<file path="config.mk">
export PLATFORM = sky130hd
export DESIGN_NAME = window_gen_3x3
export DESIGN_NICKNAME = d
export VERILOG_FILES = /design/src/rtl/window_gen_3x3.sv
export SDC_FILE = /design/constraint.sdc
export NUM_CORES = 2
export LEC_CHECK = 0
export ABC_AREA = 1
export BUFFER_PORTS_ARGS = -buffer_cell sky130_fd_sc_hd__buf_2
export CORE_AREA = 10 10 500 502
export DETAILED_ROUTE_END_ITERATION = 10
export DIE_AREA = 0 0 510 512
export HOLD_SLACK_MARGIN = 0.06
export PLACE_DENSITY = 0.77
export RECOVER_POWER = 25
export SYNTH_ARGS = -nofsm -noshare
export SYNTH_HDL_FRONTEND = slang
export SYNTH_SLANG_ARGS = --single-unit
</file>
<file path="constraint.sdc">
create_clock -name clk -period 8.2 [get_ports clk]
set_clock_uncertainty 0.2 [all_clocks]
set_input_delay 1.64 -clock clk [delete_from_list [all_inputs] [get_ports clk]]
set_output_delay 1.64 -clock clk [all_outputs]
set_load 0.01 [all_outputs]
</file>
<file path="src/rtl/window_gen_3x3.sv">
// Streams an image out of a synchronous ROM in raster order and turns it into
// 3x3 pixel windows, with valid/ready backpressure and a one-entry skid buffer.
module window_gen_3x3 #(
    parameter int ROWS = 35,
    parameter int COLS = 368,
    parameter int PW   = 4
) (
    input  logic            clk,
    input  logic            rst,
    input  logic            start,
    output logic [5:0]      rom_row,
    output logic [8:0]      rom_col,
    input  logic [11:0]     rom_data,
    output logic [9*PW-1:0] win,
    output logic [5:0]      win_row,
    output logic [8:0]      win_col,
    output logic            win_valid,
    input  logic            win_ready,
    output logic            busy,
    output logic            done
);
    typedef enum logic [1:0] {IDLE, FETCH, DRAIN, DONE} state_t;

    localparam logic [5:0] LAST_ROW = 6'(ROWS - 1);
    localparam logic [8:0] LAST_COL = 9'(COLS - 1);
    localparam logic [5:0] END_ROW  = 6'(ROWS - 2);
    localparam logic [8:0] END_COL  = 9'(COLS - 2);

    state_t        state;
    logic          stall;
    logic          xfer;
    logic          issue;
    logic          vld_p0;
    logic [5:0]    row_p0;
    logic [8:0]    col_p0;
    logic          skid_full;
    logic [PW-1:0] skid_pix;
    logic [5:0]    skid_row;
    logic [8:0]    skid_col;
    logic          take;
    logic [PW-1:0] pix;
    logic [5:0]    pix_row;
    logic [8:0]    pix_col;
    logic [PW-1:0] up2;
    logic [PW-1:0] up1;
    logic [PW-1:0] lb0 [COLS];
    logic [PW-1:0] lb1 [COLS];
    logic          unused_rom_bits;

    assign stall = win_valid && !win_ready;
    assign xfer  = win_valid && win_ready;
    assign issue = (state == FETCH) && !stall;
    assign unused_rom_bits = ^rom_data[11:PW];

    always_ff @(posedge clk or posedge rst) begin
        if (rst) begin
            state   <= IDLE;
            rom_row <= '0;
            rom_col <= '0;
            busy    <= 1'b0;
            done    <= 1'b0;
        end else begin
            done <= 1'b0;
            case (state)
                IDLE: begin
                    if (start) begin
                        state   <= FETCH;
                        busy    <= 1'b1;
                        rom_row <= '0;
                        rom_col <= '0;
                    end
                end
                FETCH: begin
                    if (issue) begin
                        if (rom_col == LAST_COL) begin
                            if (rom_row == LAST_ROW) begin
                                state <= DRAIN;
                            end else begin
                                rom_row <= rom_row + 6'd1;
                                rom_col <= '0;
                            end
                        end else begin
                            rom_col <= rom_col + 9'd1;
                        end
                    end
                end
                DRAIN: begin
                    if (xfer && win_row == END_ROW && win_col == END_COL) begin
                        state <= DONE;
                        done  <= 1'b1;
                    end
                end
                DONE: begin
                    state <= IDLE;
                    busy  <= 1'b0;
                end
                default: state <= IDLE;
            endcase
        end
    end

    // ---- p0: address issued, ROM word arrives next cycle ----
    always_ff @(posedge clk or posedge rst) begin
        if (rst) begin
            vld_p0    <= 1'b0;
            skid_full <= 1'b0;
        end else begin
            vld_p0 <= issue;
            if (stall && vld_p0) begin
                skid_full <= 1'b1;
            end else if (!stall) begin
                skid_full <= 1'b0;
            end
        end
    end

    // Skid is drained before any fresh ROM word; the two never coincide since no address is issued while stalled.
    always_comb begin
        pix     = rom_data[PW-1:0];
        pix_row = row_p0;
        pix_col = col_p0;
        if (skid_full) begin
            pix     = skid_pix;
            pix_row = skid_row;
            pix_col = skid_col;
        end
    end

    assign take = !stall && (skid_full || vld_p0);
    assign up2  = lb0[pix_col];
    assign up1  = lb1[pix_col];

    always_ff @(posedge clk) begin
        if (issue) begin
            row_p0 <= rom_row;
            col_p0 <= rom_col;
        end
        if (stall && vld_p0) begin
            skid_pix <= rom_data[PW-1:0];
            skid_row <= row_p0;
            skid_col <= col_p0;
        end
        if (take) begin
            lb0[pix_col] <= up1;
            lb1[pix_col] <= pix;
        end
    end

    // ---- p1: pixel absorbed, window shifts one column left ----
    always_ff @(posedge clk or posedge rst) begin
        if (rst) begin
            win       <= '0;
            win_row   <= '0;
            win_col   <= '0;
            win_valid <= 1'b0;
        end else begin
            if (take) begin
                for (int k = 0; k < 3; k++) begin
                    win[PW*(3*k)   +: PW] <= win[PW*(3*k+1) +: PW];
                    win[PW*(3*k+1) +: PW] <= win[PW*(3*k+2) +: PW];
                end
                win[PW*2 +: PW] <= up2;
                win[PW*5 +: PW] <= up1;
                win[PW*8 +: PW] <= pix;
            end
            if (take && pix_row >= 6'd2 && pix_col >= 9'd2) begin
                win_valid <= 1'b1;
                win_row   <= pix_row - 6'd1;
                win_col   <= pix_col - 9'd1;
            end else if (xfer) begin
                win_valid <= 1'b0;
            end
        end
    end
endmodule
</file>
; ---- After elaboration in Yosys (flattened, before gate mapping)
; Memory sizes are Yosys's and may differ from the RTL's. A register that Yosys moved wholly into a read port is not among the register bits.
; Cells that the tools add are included.
[word_totals]
elab_cells = 88
input_bits = 16
out_inout_bits = 69
mem_bits_rw = 2944
memories = 2
register_bits = 107
[op_classes]
n_eq_ne = 15
n_reduce_logical = 20
addsub = 4
n_lt_le_gt_ge = 2
n_mux = 29
[memory_table]
columns = memory, words, word_bits, read_ports, rd_ports_with_merged_regs, wr, line
row1 = lb0, 368, 4, 1, 1, 1, 46  ; logic [PW-1:0] lb0 [COLS];
row2 = lb1, 368, 4, 1, 0, 1, 47  ; logic [PW-1:0] lb1 [COLS];
[op_table]
columns = op, count
row1 = 9-bit two-way mux, 5
row2 = 6-bit two-way mux, 5
row3 = "9-bit == test, second input constant", 2
row4 = 9-bit case mux with 2 select lines, 1
row5 = "6-bit == test, second input constant", 2
row6 = 6-bit case mux with 2 select lines, 1
row7 = 2-bit two-way mux, 5
row8 = 5-bit AND reduction, 2
row9 = "9-bit by 1-bit adder with 9-bit output, second input constant", 1
row10 = "9-bit by 2-bit >= comparator with 1-bit output, second input constant", 1
row11 = 1-bit logical AND, 9
row12 = 1-bit two-way mux, 9
row13 = "9-bit by 1-bit subtractor with 9-bit output, second input constant", 1
row14 = "2-bit != test, second input constant", 4
row15 = 2-bit case mux with 4 select lines, 1
row16 = "6-bit by 1-bit adder with 6-bit output, second input constant", 1
row17 = "6-bit by 2-bit >= comparator with 1-bit output, second input constant", 1
row18 = "2-bit by 1-bit != test with 1-bit output, second input constant", 3
row19 = 2-bit nonzero test, 3
row20 = "6-bit by 1-bit subtractor with 6-bit output, second input constant", 1
row21 = "2-bit == test, second input constant", 2
row22 = 4-bit two-way mux, 1
row23 = 4-bit AND reduction, 1
row24 = "3-bit != test, second input constant", 1
row25 = 6 further kinds, 7

; ---- Logic depth before layout (Yosys ltp)
[depth]
ltp_word = 7
ltp_mapped = 22
ltp_nobuf = 19

; ---- Least setup slack after synthesis
; OpenSTA, ideal clock, no wires.
[synth_path]
path_type = reg-to-reg
start = register skid_full
end = memory lb0[0][2], data pin
t_required_ns = 6.897
arrival_time_ns = 6.202
path_slack_ns = 0.695
path_buffers = 5
setup_ns = 1.103
period_less_slack_ns = 7.505
stages_incl_launch_ff = 17
cell_sequence = dfrtp_1 > inv_2 > nand2_2 > nand2_1 > buf_6 > buf_6 > buf_6 > buf_2 > buf_2 > nor2_1 > o22ai_1 > nand2_1 > nand4_1 > nand2_1 > nand3_1 > nand2_1 > nand2_1
[synth_via]
elab_chain_cells = 2
[synth_rtl]
columns = element, line
row1 = from (decl), 36  ; logic skid_full;
row2 = from (signal assigned), 106  ; skid_full <= 1'b0;
row3 = from (signal assigned), 110  ; skid_full <= 1'b1;
row4 = from (signal assigned), 112  ; skid_full <= 1'b0;
row5 = 9-bit two-way mux, 122  ; if (skid_full) begin
row6 = memory read 368 x 4 bit, --
row7 = named net up1[2], 45  ; logic [PW-1:0] up1;
row8 = to (decl), 46
; The timed path passes the listed nets, and every way through them passes these cells.

; ---- Worst setup path after layout
[layout_path]
start = register skid_full
end = memory lb0[208][0], data pin
; The elaborated chain is that of the path after synthesis.

==> impl_metrics.env <==
export IMPL_worst_path_max_delay_cell="nand2_4"
export IMPL_drt_iter0_markers=11400
export IMPL_crit_fanout=91
export IMPL_num_fill_cells=18200
export IMPL_start_kind="flip-flop"
export IMPL_antenna_found_initial=11
export IMPL_hold_violations=0
export IMPL_yosysSeqAreaShare_pct=69.4
export IMPL_cts_buffer_depth=4
export IMPL_outcome="finished, violations left"
export IMPL_cts_resized=0
export IMPL_met2_wirelength_um=159000
export IMPL_crit_buf_inv=4
export IMPL_fp_dieArea_mm2=0.261
export IMPL_cts_tree="yes"
export IMPL_routed_top_layer="met5"
export IMPL_setup_viol=0
export IMPL_cts_setup_buffers=0
export IMPL_cpPeakStageDelay_ps=770
export IMPL_fmax_mhz=136
export IMPL_ir_drop_mv=0.441
export IMPL_cts_root_buffer="clkbuf_16"
export IMPL_final_min_clock_period_ps=7350
export IMPL_port_buffer_count=76
export IMPL_synth_avg_cell_area_um2=10.3
export IMPL_clock_latency_ps=960
export IMPL_violations="capacitance limit, slew limit"
export IMPL_wl_per_cell_um=21.2
export IMPL_cts_buffers=310
export IMPL_ys_seq_elements=3051
export IMPL_fin_nets=12700
export IMPL_htree_levels=5
export IMPL_path_clk_slew_ps=70
export IMPL_grt_setup_unrepaired="false"
export IMPL_cpMostUsedCell="nand2_1"
export IMPL_die_width_um=510
export IMPL_drt_first_pass_iters=6
export IMPL_via_count=90000
export IMPL_hp_class="reg -> reg"
export IMPL_fin_setup_tns_ps=0
export IMPL_ios=85
export IMPL_synth_top_cell_by_area="edfxtp_1"
export IMPL_worstSetupPathType="reg -> reg"
export IMPL_grt_overflow=0
export IMPL_drv_cap=16
export IMPL_syn_inst=12800
export IMPL_first_global_vias=86300
export IMPL_final_max_slew_viol_count=1255
export IMPL_leakage_nw=58.9
export IMPL_crit_chain="clkbuf_1, inv_1, nand2_8, nand2_4, buf_12, nand2_1, nand3_1, nand2_1, nand2_1, nand2_1, nor2_1, nor2_1, nor2_1, nand2_1, nand2_1, nand2_1, nor2_1, nand2_4, buf_12"
export IMPL_initial_core_util_pct=54.9
export IMPL_reg2reg_depth=19
export IMPL_mappedNetlistNets=12800
export IMPL_core_area_mm2=0.240
export IMPL_synthTopCellsByArea="edfxtp_1 68%, nand2_1 12%, inv_1 5.0%"
export IMPL_post_dp_hpwl_um=189000
export IMPL_synthDistinctLibCells=37
export IMPL_path_depth=19
export IMPL_wl_met3_um=38200
export IMPL_route_detailed_drc=0
export IMPL_relSlewSlack_pct=-188
export IMPL_worst_slew_pin_slew_ps=4310
export IMPL_critPathCaptureType="flip-flop"
export IMPL_crit_arrival_ps=7740
export IMPL_cp_data_required_time_ps=8590
export IMPL_place_congestion=0.884
export IMPL_drive_gt1_share_pct=5.01
export IMPL_fin_crit_sh_pct=89.6
export IMPL_syn2layout_area_growth_pct=9.83
export IMPL_clock_sinks=3051
export IMPL_synth_top_area_share_pct=68.0
export IMPL_std_cell_rows=180
export IMPL_p_per_area_mw_per_mm2=348
export IMPL_via_per_inst=5.60
export IMPL_wl_met1_um=126000
export IMPL_antenna_left=0
export IMPL_yosys_warnings=0
export IMPL_post_route_util_pct=60.3
export IMPL_holdBufCountCts=0
export IMPL_wl_um=342000
export IMPL_cp_top_family="simple AND/OR/NAND/NOR gates"
export IMPL_syn_cell_area_mm2=0.131
export IMPL_holdPathStages=0
export IMPL_grt_max_degree=187
export IMPL_grt_pass1_wl_um=513000
export IMPL_die_h_um=512
export IMPL_grt_use_total_pct=25.5
-- flip-flops by register name, summed over array words and instances, names as in the netlist, 2 cells and up --
signal    flops
skid_pix      4
row_p0        6
lb0        1472
skid_row      6
col_p0        9
win_row       6
win_col       9
rom_col       9
skid_col      9
rom_row       6
lb1        1472
state         2
win          36
-- final timing paths --
| path | to | from | slack [ps] |
|---|---|---|---|
| worst max-delay path | lb0[208][0] | skid_full | 850 |
| worst min-delay path | skid_row[5] | row_p0[5] | 260 |
| worst max register to register | lb0[208][0] | skid_full | 850 |
| worst min register to register | skid_row[5] | row_p0[5] | 260 |
| max in group asynchronous | win[4] | rst | 3470 |
| min in group asynchronous | win[11] | rst | 2080 |
-- synthesized netlist by cell type --
cell type,number
o31ai_1,2
xnor2_1,4
nor3b_1,1
inv_1,1736
xor2_1,8
nand2_2,5
o21ai_2,3
ha_1,13
inv_2,9
dfrtp_1,73
nor2_2,5
clkbuf_1,297
or2_2,5
o22ai_1,51
nand3b_1,100
o21a_1,1
a31oi_1,5
o2bb2ai_1,14
a32o_1,1
nand2_1,4033
nor2_1,1345
and3_1,1
nand3_1,925
edfxtp_1,2978
nor4_1,2
or2_1,1
a21oi_1,47
buf_4,14
buf_1,48
o211ai_1,54
mux2i_1,4
o21ai_0,554
buf_2,317
buf_6,5
nand4_1,46
nor3_1,14
o21ai_1,69
-- power by group --
group	leakage, nW	total (mW)	internal (mW)	switching [mW]
Combinational	26.5	16.3	3.61	12.7
Clock	4.57	13.3	7.64	5.71
Sequential	27.8	20.6	20.5	0.148
Total	58.9	50.3	31.7	18.5
-- layout make-up --
type / count / area [um^2] / area share [%]
clock buffers: 395 / 8250 / 5.71
multi-input cells: 7313 / 30900 / 21.4
flip-flops and latches: 3051 / 91300 / 63.2
well taps: 3185 / 3990 / 2.76
clock inverters: 122 / 1050 / 0.729
diodes: 3 / 7.51 / 0.00520
inverters: 1745 / 6550 / 4.54
repair buffers: 272 / 2420 / 1.68
-- metrics by stage --
stage / worst slack [ps] / area [um^2] / power, mW / hold WS [ps] / instances
4_1_cts: 1680 / 145000 / 49.9 / 257 / 16100
3_5_place_dp: 1750 / 135000 / 36.7 / 243 / 15600
5_1_grt: 689 / 144000 / 52.1 / 266 / 16100
3_3_place_gp: 1860 / 135000 / 36.4 / 231 / 15600
6_report: 850 / 144000 / 50.3 / 256 / 16100
2_1_floorplan: 695 / 131000 / 29.8 / 221 / 12800
-- cells in the final DEF, fill, tap and decap left out, types with 47 or more instances in the layout --
| cell type | count |
|---|---|
| buf_4 | 125 |
| o211ai_1 | 54 |
| nor2_1 | 1343 |
| nand3b_1 | 100 |
| clkbuf_16 | 314 |
| clkbuf_1 | 151 |
| o21ai_1 | 68 |
| o22ai_1 | 51 |
| edfxtp_1 | 2978 |
| o21ai_0 | 554 |
| a21oi_1 | 47 |
| clkinv_1 | 47 |
| inv_1 | 1736 |
| buf_12 | 56 |
| nand2_1 | 4010 |
| dfrtp_1 | 73 |
| nand3_1 | 925 |
-- metal layers --
| metal | GRT usage, % | vias to the layer above |
|---|---|---|
| met5 | 0 | - |
| met4 | 12.5 | 6 |
| met3 | 5.41 | 1006 |
| met2 | 40.7 | 5176 |
| met1 | 33.3 | 42600 |
| li1 | - | 41300 |
-- cell families after synthesis --
logic type	count (synthesis)	share of synthesized area (%)
AOI/OAI and AO/OA	801	3.26
DFF	3051	69.4
and+or+nand+nor	6483	19.8
buffers and inverters	2426	7.30
muxes	4	0.0304
xor gates and xnor gates	12	0.0799
adders and majority gates	13	0.124
-- worst reg2reg max path, delay by kind of cell (launching register included) --
| kind | cells | cell delay [ps] |
|---|---|---|
| buf+inv | 4 | 2200 |
| flops | 1 | 580 |
| simple gates | 15 | 3930 |
Power figures use the tool's default switching activity.
